--- src/rtl/ocl_cfg_demux.sv ---
// AXI-Lite slave that turns OCL BAR accesses into one-cycle cfg-bus pulses toward NUM_SLV windows.
// Optional ack timeout is compiled in with `define CFG_TIMEOUT_EN.
module ocl_cfg_demux #(
  parameter int unsigned NUM_SLV        = 6,
  parameter int unsigned SEL_LSB        = 8,
  parameter int unsigned SEL_W          = 4,
  parameter logic [31:0] DEFAULT_RDATA  = 32'hdead_beef,
  parameter int unsigned TIMEOUT_CYCLES = 256
) (
  input  logic                   clk,
  input  logic                   sync_rst,
  input  logic [31:0]            s_awaddr,
  input  logic                   s_awvalid,
  output logic                   s_awready,
  input  logic [31:0]            s_wdata,
  input  logic [3:0]             s_wstrb,
  input  logic                   s_wvalid,
  output logic                   s_wready,
  output logic [1:0]             s_bresp,
  output logic                   s_bvalid,
  input  logic                   s_bready,
  input  logic [31:0]            s_araddr,
  input  logic                   s_arvalid,
  output logic                   s_arready,
  output logic [31:0]            s_rdata,
  output logic [1:0]             s_rresp,
  output logic                   s_rvalid,
  input  logic                   s_rready,
  output logic [NUM_SLV*32-1:0]  cfg_addr_o,
  output logic [NUM_SLV*32-1:0]  cfg_wdata_o,
  output logic [NUM_SLV*4-1:0]   cfg_wstrb_o,
  output logic [NUM_SLV-1:0]     cfg_wr_o,
  output logic [NUM_SLV-1:0]     cfg_rd_o,
  input  logic [NUM_SLV-1:0]     cfg_ack_i,
  input  logic [NUM_SLV*32-1:0]  cfg_rdata_i
);

  typedef enum logic [2:0] {StIdle, StWdata, StIssue, StWaitAck, StResp} state_e;

  localparam logic [SEL_W:0] NumSlvW = (SEL_W + 1)'(NUM_SLV);

  state_e            state_q, state_d;
  logic [31:0]       addr_q, addr_d;
  logic [31:0]       wdata_q, wdata_d;
  logic [3:0]        wstrb_q, wstrb_d;
  logic [31:0]       rdata_q, rdata_d;
  logic [1:0]        resp_q, resp_d;
  logic              is_wr_q, is_wr_d;
  logic              last_wr_q, last_wr_d;

  logic [SEL_W-1:0]  sel;
  logic              decerr;
  logic              ack_sel;
  logic [31:0]       rdata_sel;
  logic              grant_wr, grant_rd;
  logic              timeout;

  assign sel    = addr_q[SEL_LSB +: SEL_W];
  assign decerr = ({1'b0, sel} >= NumSlvW);

  // Loop-based select keeps out-of-range selectors from indexing past NUM_SLV.
  always_comb begin
    ack_sel   = 1'b0;
    rdata_sel = '0;
    cfg_wr_o  = '0;
    cfg_rd_o  = '0;
    for (int unsigned i = 0; i < NUM_SLV; i++) begin
      if (sel == SEL_W'(i)) begin
        ack_sel   = cfg_ack_i[i];
        rdata_sel = cfg_rdata_i[i*32 +: 32];
        if (state_q == StIssue) begin
          cfg_wr_o[i] = is_wr_q;
          cfg_rd_o[i] = ~is_wr_q;
        end
      end
    end
  end

  // On contention, alternate against the type last granted.
  assign grant_wr = s_awvalid & (~s_arvalid | ~last_wr_q);
  assign grant_rd = s_arvalid & (~s_awvalid | last_wr_q);

`ifdef CFG_TIMEOUT_EN
  localparam int unsigned CntW = $clog2(TIMEOUT_CYCLES + 1);

  logic [CntW-1:0] cnt_q, cnt_d;

  assign cnt_d   = (state_q == StWaitAck) ? cnt_q + 1'b1 : '0;
  assign timeout = (cnt_q == CntW'(TIMEOUT_CYCLES - 1));

  always_ff @(posedge clk) begin
    if (sync_rst) begin
      cnt_q <= '0;
    end else begin
      cnt_q <= cnt_d;
    end
  end
`else
  logic [31:0] unused_timeout_cycles;
  assign unused_timeout_cycles = 32'(TIMEOUT_CYCLES);
  assign timeout               = 1'b0;
`endif

  always_comb begin
    state_d   = state_q;
    addr_d    = addr_q;
    wdata_d   = wdata_q;
    wstrb_d   = wstrb_q;
    rdata_d   = rdata_q;
    resp_d    = resp_q;
    is_wr_d   = is_wr_q;
    last_wr_d = last_wr_q;
    s_awready = 1'b0;
    s_arready = 1'b0;
    s_wready  = 1'b0;
    s_bvalid  = 1'b0;
    s_rvalid  = 1'b0;

    unique case (state_q)
      StIdle: begin
        s_awready = grant_wr;
        s_arready = grant_rd;
        if (grant_wr) begin
          addr_d    = s_awaddr;
          is_wr_d   = 1'b1;
          last_wr_d = 1'b1;
          state_d   = StWdata;
        end else if (grant_rd) begin
          addr_d    = s_araddr;
          is_wr_d   = 1'b0;
          last_wr_d = 1'b0;
          state_d   = StIssue;
        end
      end
      StWdata: begin
        s_wready = 1'b1;
        if (s_wvalid) begin
          wdata_d = s_wdata;
          wstrb_d = s_wstrb;
          state_d = StIssue;
        end
      end
      StIssue, StWaitAck: begin
        if (state_q == StIssue && decerr) begin
          resp_d  = 2'b11;
          rdata_d = DEFAULT_RDATA;
          state_d = StResp;
        end else if (ack_sel) begin
          resp_d  = 2'b00;
          if (!is_wr_q) rdata_d = rdata_sel;
          state_d = StResp;
        end else if (state_q == StWaitAck && timeout) begin
          resp_d  = 2'b10;
          rdata_d = DEFAULT_RDATA;
          state_d = StResp;
        end else begin
          state_d = StWaitAck;
        end
      end
      StResp: begin
        s_bvalid = is_wr_q;
        s_rvalid = ~is_wr_q;
        if (is_wr_q ? s_bready : s_rready) state_d = StIdle;
      end
      default: state_d = StIdle;
    endcase
  end

  always_ff @(posedge clk) begin
    if (sync_rst) begin
      state_q   <= StIdle;
      addr_q    <= '0;
      wdata_q   <= '0;
      wstrb_q   <= '0;
      rdata_q   <= '0;
      resp_q    <= '0;
      is_wr_q   <= 1'b0;
      last_wr_q <= 1'b0;
    end else begin
      state_q   <= state_d;
      addr_q    <= addr_d;
      wdata_q   <= wdata_d;
      wstrb_q   <= wstrb_d;
      rdata_q   <= rdata_d;
      resp_q    <= resp_d;
      is_wr_q   <= is_wr_d;
      last_wr_q <= last_wr_d;
    end
  end

  assign cfg_addr_o  = {NUM_SLV{addr_q}};
  assign cfg_wdata_o = {NUM_SLV{wdata_q}};
  assign cfg_wstrb_o = {NUM_SLV{wstrb_q}};
  assign s_rdata     = rdata_q;
  assign s_bresp     = resp_q;
  assign s_rresp     = resp_q;

endmodule
--- config.mk ---
export PLATFORM = sky130hd
export DESIGN_NAME = ocl_cfg_demux
export DESIGN_NICKNAME = d
export VERILOG_FILES = /design/src/rtl/ocl_cfg_demux.sv
export SDC_FILE = /design/constraint.sdc
export NUM_CORES = 1
export LEC_CHECK = 0
export CELL_PAD_IN_SITES_DETAIL_PLACEMENT = 0
export CELL_PAD_IN_SITES_GLOBAL_PLACEMENT = 2
export CORE_AREA = 3 3 293 295
export DETAILED_ROUTE_END_ITERATION = 10
export DIE_AREA = 0 0 296 298
export PLACE_DENSITY = 0.59
export SETUP_SLACK_MARGIN = 0.3
export SLEW_MARGIN = 10
export SYNTH_ARGS = -nofsm -noshare
export SYNTH_HDL_FRONTEND = slang
export SYNTH_SLANG_ARGS = --single-unit
--- constraint.sdc ---
create_clock -name clk -period 2.7 [get_ports clk]
set_input_delay 0.54 -clock clk [delete_from_list [all_inputs] [get_ports clk]]
set_output_delay 0.54 -clock clk [all_outputs]
set_load 0.05 [all_outputs]
=== Word level (Yosys, flattened, before mapping) ===
Index checks and enable logic that the tools add are counted.

* Bits in read-only memories: 0
* Bits of input ports: 305
* Logic and storage cells: 87
* Output and inout port bits: 461
* Bits in writable memories: 0
* Register bits after elaboration: 106
* Memories: 0
* Bits in latches: 0

* Muxes and demuxes: 48
* Eq/ne operators: 13
* Bitwise operators: 7
* Add/subtract/negate cells: 0
* Div/mod/pow operators: 0
* Multiply operators: 0
* Reduce and logical (&&, ||, !) cells: 11
* $lt $le $gt $ge: 1
* Shift-type cells: 0

{| class="wikitable"
|+ Operators with widths
! operator !! number
|-
| $mux W32 || 11
|-
| $mux W1 || 28
|-
| $mux W3 || 6
|-
| $pmux W3 S4 || 1
|-
| $eq A4 B2 Y1 const B || 2
|-
| $eq A4 B3 Y1 const B || 2
|-
| $eq A3 B2 Y1 const B || 2
|-
| $reduce_and A2 Y1 || 3
|-
| $reduce_and A3 Y1 || 2
|-
| $eq A4 B1 Y1 const B || 1
|-
| $ge A4 B3 Y1 const B || 1
|-
| $logic_not A4 Y1 || 1
|-
| $mux W2 || 2
|-
| $ne A2 B2 Y1 const B || 2
|-
| $reduce_bool A2 Y1 || 2
|-
| $eq A3 B1 Y1 const B || 1
|-
| $eq A3 B3 Y1 const B || 1
|-
| $logic_not A3 Y1 || 1
|-
| $ne A3 B3 Y1 const B || 1
|-
| $not A1 Y1 || 3
|-
| $and A1 B1 Y1 || 2
|-
| $ne A2 B1 Y1 const B || 1
|-
| $or A1 B1 Y1 || 2
|-
| $reduce_or A2 Y1 || 1
|-
| $logic_and A1 B1 Y1 || 1
|}

=== Logic depth before layout (Yosys ltp) ===
Gate-level depths: netlist (run 1).

* Word-level depth: 10
* Depth in mapped cells: 8
* Mapped depth without buffers: 6

=== Worst setup path before layout (run 1) ===
Ideal clock, no wire load.

* Path type: register to output
* From: reg addr_q[10]
* To: out cfg_wr_o[0]
* Data arrival time: 2.513 ns
* Cell stages (with the launch flop): 6
* Buffers on the path: 2
* Data required time: 2.160 ns
* Setup slack: -0.353 ns
* Path through: dfxtp_1 buf_1 nor2_1 clkbuf_1 nand3_1 nor3_1

* Cells in the longest elaborated chain, start to end: 2

{| class="wikitable"
|+ Ends and longest elaborated chain
! what !! line !! text
|-
| start, declared || 43 || <nowiki>logic [31:0] addr_q, addr_d;</nowiki>
|-
| start signal, assigned || 181 || <nowiki>addr_q <= addr_d;</nowiki>
|-
| $logic_not A4 Y1 || 68 || <nowiki>if (sel == SEL_W'(i)) begin</nowiki>
|-
| $mux W1 || 68 ||
|-
| end, declared || 32 || <nowiki>output logic [NUM_SLV-1:0] cfg_wr_o,</nowiki>
|}

No other way between the ends.

=== Worst setup path in the final report (run 1) ===
* From: reg state_q[2]
* To: out cfg_rd_o[1]

* Cells in the longest elaborated chain, start to end: 3

{| class="wikitable"
|+ Ends and longest elaborated chain
! what !! line !! text
|-
| start, declared || 42 || <nowiki>state_e state_q, state_d;</nowiki>
|-
| start signal, assigned || 171 || <nowiki>state_q <= StIdle;</nowiki>
|-
| start signal, assigned || 180 || <nowiki>state_q <= state_d;</nowiki>
|-
| $eq A3 B2 Y1 || 71 || <nowiki>if (state_q == StIssue) begin</nowiki>
|-
| $mux W1 || 71 ||
|-
| $mux W1 || 68 ||
|-
| end, declared || 33 || <nowiki>output logic [NUM_SLV-1:0] cfg_rd_o,</nowiki>
|}

No other way between the ends.

==> results of run 1 <==
per-stage QoR:
step / area [um^2] / util / total power, mW / instances
final: 15400 / 0.185 / 19.7 / 2509
after global routing: 15400 / 0.185 / 20.7 / 2507
after floorplan: 8350 / - / 14.6 / 1016
after detailed placement: 14900 / 0.179 / 18.5 / 2484
after global placement: 14900 / 0.179 / 18.5 / 2484
after CTS: 15300 / 0.184 / 20.1 / 2507
critical path, stage by stage (launching register included):
cell,delay [ns]
sky130_fd_sc_hd__dfxtp_4,0.35
sky130_fd_sc_hd__nand2b_4,0.13
sky130_fd_sc_hd__or3_4,0.33
sky130_fd_sc_hd__nand2b_4,0.17
sky130_fd_sc_hd__buf_4,0.15
sky130_fd_sc_hd__nor2_4,0.13
sky130_fd_sc_hd__buf_12,0.15
Yosys cell counts (all sizes together), types with 15 or more instances:
| master | instances | share of area |
|---|---|---|
| mux4 | 19 | 0.052 |
| nor2b | 15 | 0.011 |
| nor2 | 75 | 0.034 |
| nor3 | 30 | 0.019 |
| nand2 | 87 | 0.039 |
| clkbuf | 37 | 0.017 |
| dfxtp | 105 | 0.25 |
| a211oi | 58 | 0.053 |
| mux2i | 65 | 0.079 |
| o22ai | 26 | 0.020 |
| a21oi | 62 | 0.038 |
| buf | 371 | 0.33 |
state kept, by name (all words and copies together) (netlist names):
signal and flops:
addr_q 32, last_wr_q 1, s_bresp 1, s_rdata 32, state_q 3, wdata_q 32, wstrb_q 4
cell usage in the layout, fill, tap and decap left out, types with 11 or more instances in the layout:
master / count
sky130_fd_sc_hd__nor2b_1: 14
sky130_fd_sc_hd__nor2_1: 67
sky130_fd_sc_hd__clkdlybuf4s50_1: 655
sky130_fd_sc_hd__a211oi_1: 58
sky130_fd_sc_hd__buf_4: 44
sky130_fd_sc_hd__o21ai_0: 11
sky130_fd_sc_hd__dlygate4sd2_1: 48
sky130_fd_sc_hd__mux2i_1: 65
sky130_fd_sc_hd__o22ai_1: 26
sky130_fd_sc_hd__buf_12: 20
sky130_fd_sc_hd__a21oi_1: 62
sky130_fd_sc_hd__mux4_2: 19
sky130_fd_sc_hd__nor3_1: 25
sky130_fd_sc_hd__dfxtp_1: 98
sky130_fd_sc_hd__nand2_1: 84
sky130_fd_sc_hd__dlymetal6s2s_1: 34
power by group through the flow:
stage | Sequential (mW) | Combinational, mW | Clock [mW]
floorplan | 4.12 | 10.4 | 0
global placement | 3.00 | 15.5 | 0
detailed placement | 3.05 | 15.4 | 0
CTS | 3.00 | 15.5 | 1.61
global route | 3.09 | 16.0 | 1.65
finish | 2.96 | 15.3 | 1.47
routing by layer:
layer / GRT usage / share of wire / routed length, um
met4: 0.0180 / 0.013 / 549
met3: 0.0312 / 0.082 / 3550
met2: 0.173 / 0.52 / 22500
met5: 0 / 0 / 0
met1: 0.101 / 0.38 / 16700
final timing paths:
check | slack, ns | startpoint | cells after the start | end
hold reg to reg | 0.50 | s_rdata[22] | 2 | s_rdata[22]
setup reg to reg | 0.53 | addr_q[8] | 7 | s_rdata[2]
setup / recovery | 0.37 | state_q[2] | 6 | cfg_rd_o[1]
hold / removal | 0.50 | s_rdata[22] | 2 | s_rdata[22]
cell type report:
class / instances / area [um^2]
inverter: 5 / 22.5
clock inverter: 5 / 63.8
multi-input combinational: 498 / 3450
fill: 9237 / 68000
sequential: 105 / 2120
clock buffer: 11 / 243
tap: 1080 / 1350
antenna: 2 / 5.00
timing repair buffer: 803 / 8160
timing repair:
| action | CTS | global route |
|---|---|---|
| endpoints found under the setup margin | 85 | 78 |
| gates resized for setup | 66 | 39 |
| setup buffers | 7 | 0 |
| pin swaps | 3 | 2 |
logic make-up (layout without fill, tap and decap cells):
kind of cell / after synthesis / after routing / synth area share
other: 0 / 2 / 0
AND/OR/NAND/NOR: 230 / 230 / 0.123
flip-flops: 105 / 105 / 0.254
AO/OA/AOI/OAI: 184 / 184 / 0.144
buffers and inverters: 413 / 824 / 0.349
multiplexers: 84 / 84 / 0.130
==> summary.md, run 1 <==
The run finished with clean final reports. The proportion of power drawn by the clock network was 0.074; the number of enable-type register cells in the synthesized netlist was 0. The via density per instance was 3.27; the switching share of total power was 0.603. Synthesis handed over a netlist of 1016 instances.

The longest clock path from root to sink contains 2 buffers. For the number of search-and-repair iterations in the first detailed-routing pass, the log shows 4. The number of storage elements in the synthesis netlist came out at 105. The cell sitting at the root of the clock tree is a sky130_fd_sc_hd__clkbuf_16.

The tools report the share of synthesized area occupied by flip-flops and latches as 0.254. For the number of global-route vias before repair, the log shows 8482. The run gives 0 as the final count of hold timing violations. Hold is met by 0.500 ns. Power spread over the standard cell area amounts to 1280 nW/um^2. Netlist area before placement: 8270 um^2. The run gives 0.561 as the max-slew headroom at the worst pin. In this run the worst hold path is classified as flop to flop. After global routing the overflow that remains totals 0. The routed design has 43300 um of wire. After clock tree synthesis, the clock-pin slew on the worst setup and hold paths is 0.09 ns. Counting I/O delays and the setup requirement, the final critical path takes 2.33 ns.

The floorplan core area came out at 83400 um^2. Setup repair after global routing could not meet its margin everywhere. Cell internal power was estimated by the tool at 7.83 mW.

The run gives 9 as the CTS buffer count. After synthesis, the netlist uses 37 different library cells. The tools report the clock sink count as 105. The start-to-end type of the worst setup path is flop to output pin. Across the VDD grid, the largest voltage drop is 0.828 mV.

The total routing usage reported by global routing is 0.0924, and the I/O pin count is 766. STA puts the critical path data required time at 2.16 ns. The die is 298 um tall. During placement, the flow inserted port buffers numbering 765. The logs give 0.150 for the portion of total power attributed to sequential cells and 8212 for the count of vias placed by the detailed router. Share of layout cells above drive strength 1: 0.0974. From synthesis to final layout, the design area changed by 86.3%.

Entering global routing, the biggest net connects 65 pins. Averaged over all synthesized cells, the footprint is 8.14 um^2. The total setup violations reported at the end of the flow was 0; the chip width was 296 um. The first global-routing pass estimated 59500 um of wire.

Effective utilization at floorplan: 0.0992. Along the worst path, the maximum fanout reaches 3. The proportion of register bits with asynchronous set or reset after synthesis was 0; the worst-case setup slack after placement was 0.0690 ns. The final net count is 1727, and the final setup TNS is 0 ns. The ratio of final minimum period to clock period was 0.865; the weighted congestion reported at the end of routability-driven placement was 0.859.

In this run, the number of DRC markers left after iteration 0 of detailed routing was 227. TritonCTS built the clock tree. The primary flip-flop cell chosen by synthesis mapping was sky130_fd_sc_hd__dfxtp_1. The run gives 1 as the number of antenna violations at the first check in global routing. The number of core rows came out at 106. The number of nets handed over by synthesis was 1321.

The worst path meets setup with 0.366 ns of slack. Max-cap check violation count: 0. The tools report the nature of the critical path startpoint as a flop. For this run, the top clock speed supported by timing is 0.428 GHz. The number of pins exceeding their max-slew limit in the final report came out at 0. After detailed routing, the average wire length per cell comes to 17.3 um. STA classifies the critical path endpoint as an output pin. The tools report the remaining number of nets flagged by the antenna check after routing as 0.

The run gives 0.775 as the combinational power share. The quantity of hold-fixing buffers added after cts is 0, and the final worst clock skew is 0.0162 ns. CTS built an H-tree with a depth of 3.

For this run, design rule violations remaining after detail routing come to 0. For the worst-skew pair, the clock arrives at the later sink with an insertion delay of 0.38 ns. At the pin with the least slew margin, the transition time is 0.657 ns. During synthesis, Yosys emitted a total of 0 warnings. After legalization and detailed placement, the total HPWL measured 36800 um.

At the worst endpoint, the arrival time is 1.79 ns. The switching power summed over all nets is 11.9 mW, and the standby leakage power is 5.83 nW. The die covers 88200 um^2.
Note: power is estimated with default switching activity, not from simulation.
==> run 2, diff against run 1 <==
==> constraint.sdc (replaced) <==
create_clock -name clk -period 2.7 [get_ports clk]
set_input_delay 0.27 -clock clk [delete_from_list [all_inputs] [get_ports clk]]
set_output_delay 0.27 -clock clk [all_outputs]
set_load 0.05 [all_outputs]
==> run 2 against run 1 <==
Compared with the run above: die area stayed put; clock power hardly changed; register-to-register slack hardly changed; power is 0.48% lower; setup slack better by 0.057 ns; combinational power hardly changed; largest power group unchanged; largest cell class unchanged; final area is 1.3% lower; critical path depth is 1 lower; hold slack worse by 0.29 ns; flip-flop and latch count stayed put; cell count is 0.36% lower.
==> summary.md, run 2 (synthesis results as in run 1) <==
The run finished with clean final reports. The global-route wire length before repair was 60100 um (+1.0%). The ratio of final minimum period to clock period was 0.844 (-0.0211). The data required time at the worst endpoint is 2.43 ns (+0.27 ns), and the utilization of the core after routing is 0.182 (-0.00238). The clock slew at the register clock pins of the worst setup and hold paths is 0.08 ns (about the same). Setup repair after global routing could not meet its margin everywhere. The number of core rows is 106 (unchanged). The routing usage on met1 came out at 0.105 (+0.00406). Met2 routing resource usage after global routing: 0.174 (+0.00111). The logs give 0.0318 (+0.000522) for the met3 capacity usage during global routing and 6 (+5) for the number of antenna violations at the first check in global routing. The register-to-register setup slack was 0.53 ns (about the same); the max-slew headroom at the worst pin was 0.554 (-0.00704). The remaining global-route overflow was 0 (unchanged). The count of port buffers added during placement was 765 (unchanged); the pin count of the biggest net entering global routing was 65 (unchanged). The via density per instance was 3.28 (+0.10%). The start-to-end type of the worst setup path is flop to output pin. I/O pin count: 766 (unchanged).

The chip width is 296 um (unchanged). The instance area at placement is 14800 um^2 (-0.66%), and the biggest fanout along the worst timing path is 7 (+4). The smallest setup slack after layout was 0.422 ns (+0.0569 ns).

Final net count: 1716 (-0.64%). TritonCTS built the clock tree. The worst setup path is launched from a flop.

The worst setup path is captured at an output pin. The clock latency reported for the late side of the worst-skew pair is 0.39 ns (about the same), and the die footprint is 88200 um^2 (unchanged). Remaining number of nets flagged by the antenna check after routing: 0 (unchanged). The worst-case setup slack after placement was 0.409 ns (+0.340 ns); the count of vias placed by the detailed router was 8191 (-0.26%).

The final setup TNS was 0 ns (unchanged). The area growth from synthesis to layout is 83.9%. Share of layout cells above drive strength 1: 0.0784 (-0.0190).

In the layout the commonest cells are sky130_fd_sc_hd__clkdlybuf4s50_1 (745), sky130_fd_sc_hd__dfxtp_1 (102), sky130_fd_sc_hd__nand2_1 (85). The final count of hold timing violations is 0 (unchanged), and the worst endpoint data arrival time is 2.01 ns (+0.22 ns). The tools report the number of global-route vias before repair as 8352 (-1.5%).

The run gives 2500 (-0.36%) as the final non-filler cell total. The final worst clock skew came out at 0.0187 ns (+0.00244 ns). The logs give 0 (unchanged) for the max-cap check violation count and 0 (unchanged) for the total setup violations reported at the end of the flow. The post-layout minimum cycle time is 2.28 ns (-0.0569 ns), and the transition at the pin with the smallest max-transition slack is 0.668 ns (+0.0105 ns).

Routed length per instance: 17.6 um (+1.8%). The run gives 2 (unchanged) as the maximum buffer depth of the clock tree. The tools report the number of levels the H-tree was split into as 3 (unchanged).

The commonest non-fill, non-tap cell in the layout was sky130_fd_sc_hd__clkdlybuf4s50_1. The floorplan core area is 83400 um^2 (unchanged). The chip height works out to 298 um (unchanged).

The tree is rooted in a sky130_fd_sc_hd__clkbuf_16. For the design area, the log shows 15200 um^2 (-1.3%). The maximum clock frequency was 0.439 GHz (+2.5%); the standby leakage power was 5.04 nW (-14%).

Total routing usage reported by global routing: 0.0941 (+0.00165). The worst voltage drop across the vdd grid is 0.778 mV (-6.0%), and the clock sink count is 105 (unchanged). Placed cell count: 2479 (-0.20%). The weighted congestion reported at the end of routability-driven placement is 0.781 (-9.1%), and the power density relative to cell area is 1290 nW/um^2 (+0.82%). The run gives 4 (unchanged) as the number of search-and-repair iterations in the first detailed-routing pass. The number of pins exceeding their max-slew limit in the final report was 0 (unchanged); the quantity of hold-fixing buffers added after cts was 0 (unchanged). The effective utilization at floorplan is 0.0992 (unchanged), and the final routed wirelength across all metal layers is 43900 um (+1.5%). The run gives 0.207 ns (-0.293 ns) as the final worst hold slack.

met2 is the most crowded layer. Type of the tightest min-delay check: input pin to flop. For the half-perimeter wire length of the detailed placement result, the log shows 37100 um (+0.78%). The tools report the CTS buffer count as 9 (unchanged). The total power of the final layout was 19.6 mW (-0.48%). The first-iteration detailed-routing DRC count is 283 (+25%), and the number of remaining DRC errors is 0 (unchanged).
[run 2: changes by cell type in the layout (fill, tap and decap cells not counted), moves of 3 or more]
cell                              previous run  this run
sky130_fd_sc_hd__dfxtp_4                     4         1
sky130_fd_sc_hd__clkdlybuf4s50_1           655       745
sky130_fd_sc_hd__inv_6                       1         4
sky130_fd_sc_hd__nor3_4                      5         2
sky130_fd_sc_hd__buf_4                      44        29
sky130_fd_sc_hd__dlygate4sd2_1              48         0
sky130_fd_sc_hd__dfxtp_1                    98       102
sky130_fd_sc_hd__nor2_4                      6         0
sky130_fd_sc_hd__buf_12                     20        17
sky130_fd_sc_hd__nor2_2                      2         8
sky130_fd_sc_hd__dlymetal6s2s_1             34         0
[run 2: final timing paths]
| kind | cells past startpoint | from | to |
|---|---|---|---|
| max reg2reg | 7 | addr_q[11] | s_rdata[11] |
| min reg2reg | 2 | s_rdata[8] | s_rdata[8] |
| min | 2 | sync_rst | addr_q[8] |
| max | 5 | state_q[2] | cfg_rd_o[0] |
[run 2: final cells by class]
cell class | count | area (um^2)
diodes | 4 | 10.0
clock inverters | 6 | 70.1
well taps | 1080 | 1350
clock buffers | 10 | 239
flip-flops and latches | 105 | 2110
multi-input cells | 498 | 3370
inverters | 5 | 18.8
fillers | 9214 | 68200
repair buffers | 792 | 8040
[run 2: layer usage]
metal | vias up | routed length, um
met4 | 2 | 361
met5 | - | 13
met1 | 3812 | 17000
li1 | 3936 | -
met2 | 420 | 22700
met3 | 21 | 3840
[run 2: power by group]
group | internal [mW] | switching [mW]
registers | 2.03 | 0.879
logic | 5.06 | 10.2
clock network | 0.760 | 0.732
total | 7.85 | 11.8
[run 2: worst max-delay path: stages, from the launching register on]
cell and delay [ns]:
sky130_fd_sc_hd__dfxtp_1 0.37, sky130_fd_sc_hd__nand2b_1 0.19, sky130_fd_sc_hd__or3_4 0.37, sky130_fd_sc_hd__nand2b_2 0.24, sky130_fd_sc_hd__nor3_4 0.28, sky130_fd_sc_hd__buf_12 0.18
[run 2: timing repair]
action                                  in CTS  in global routing
endpoints found under the setup margin       5                  4
buffers inserted                             0                  1
pin swaps                                    1                  0
resized for setup                            6                  1
gates cloned                                 0                  0
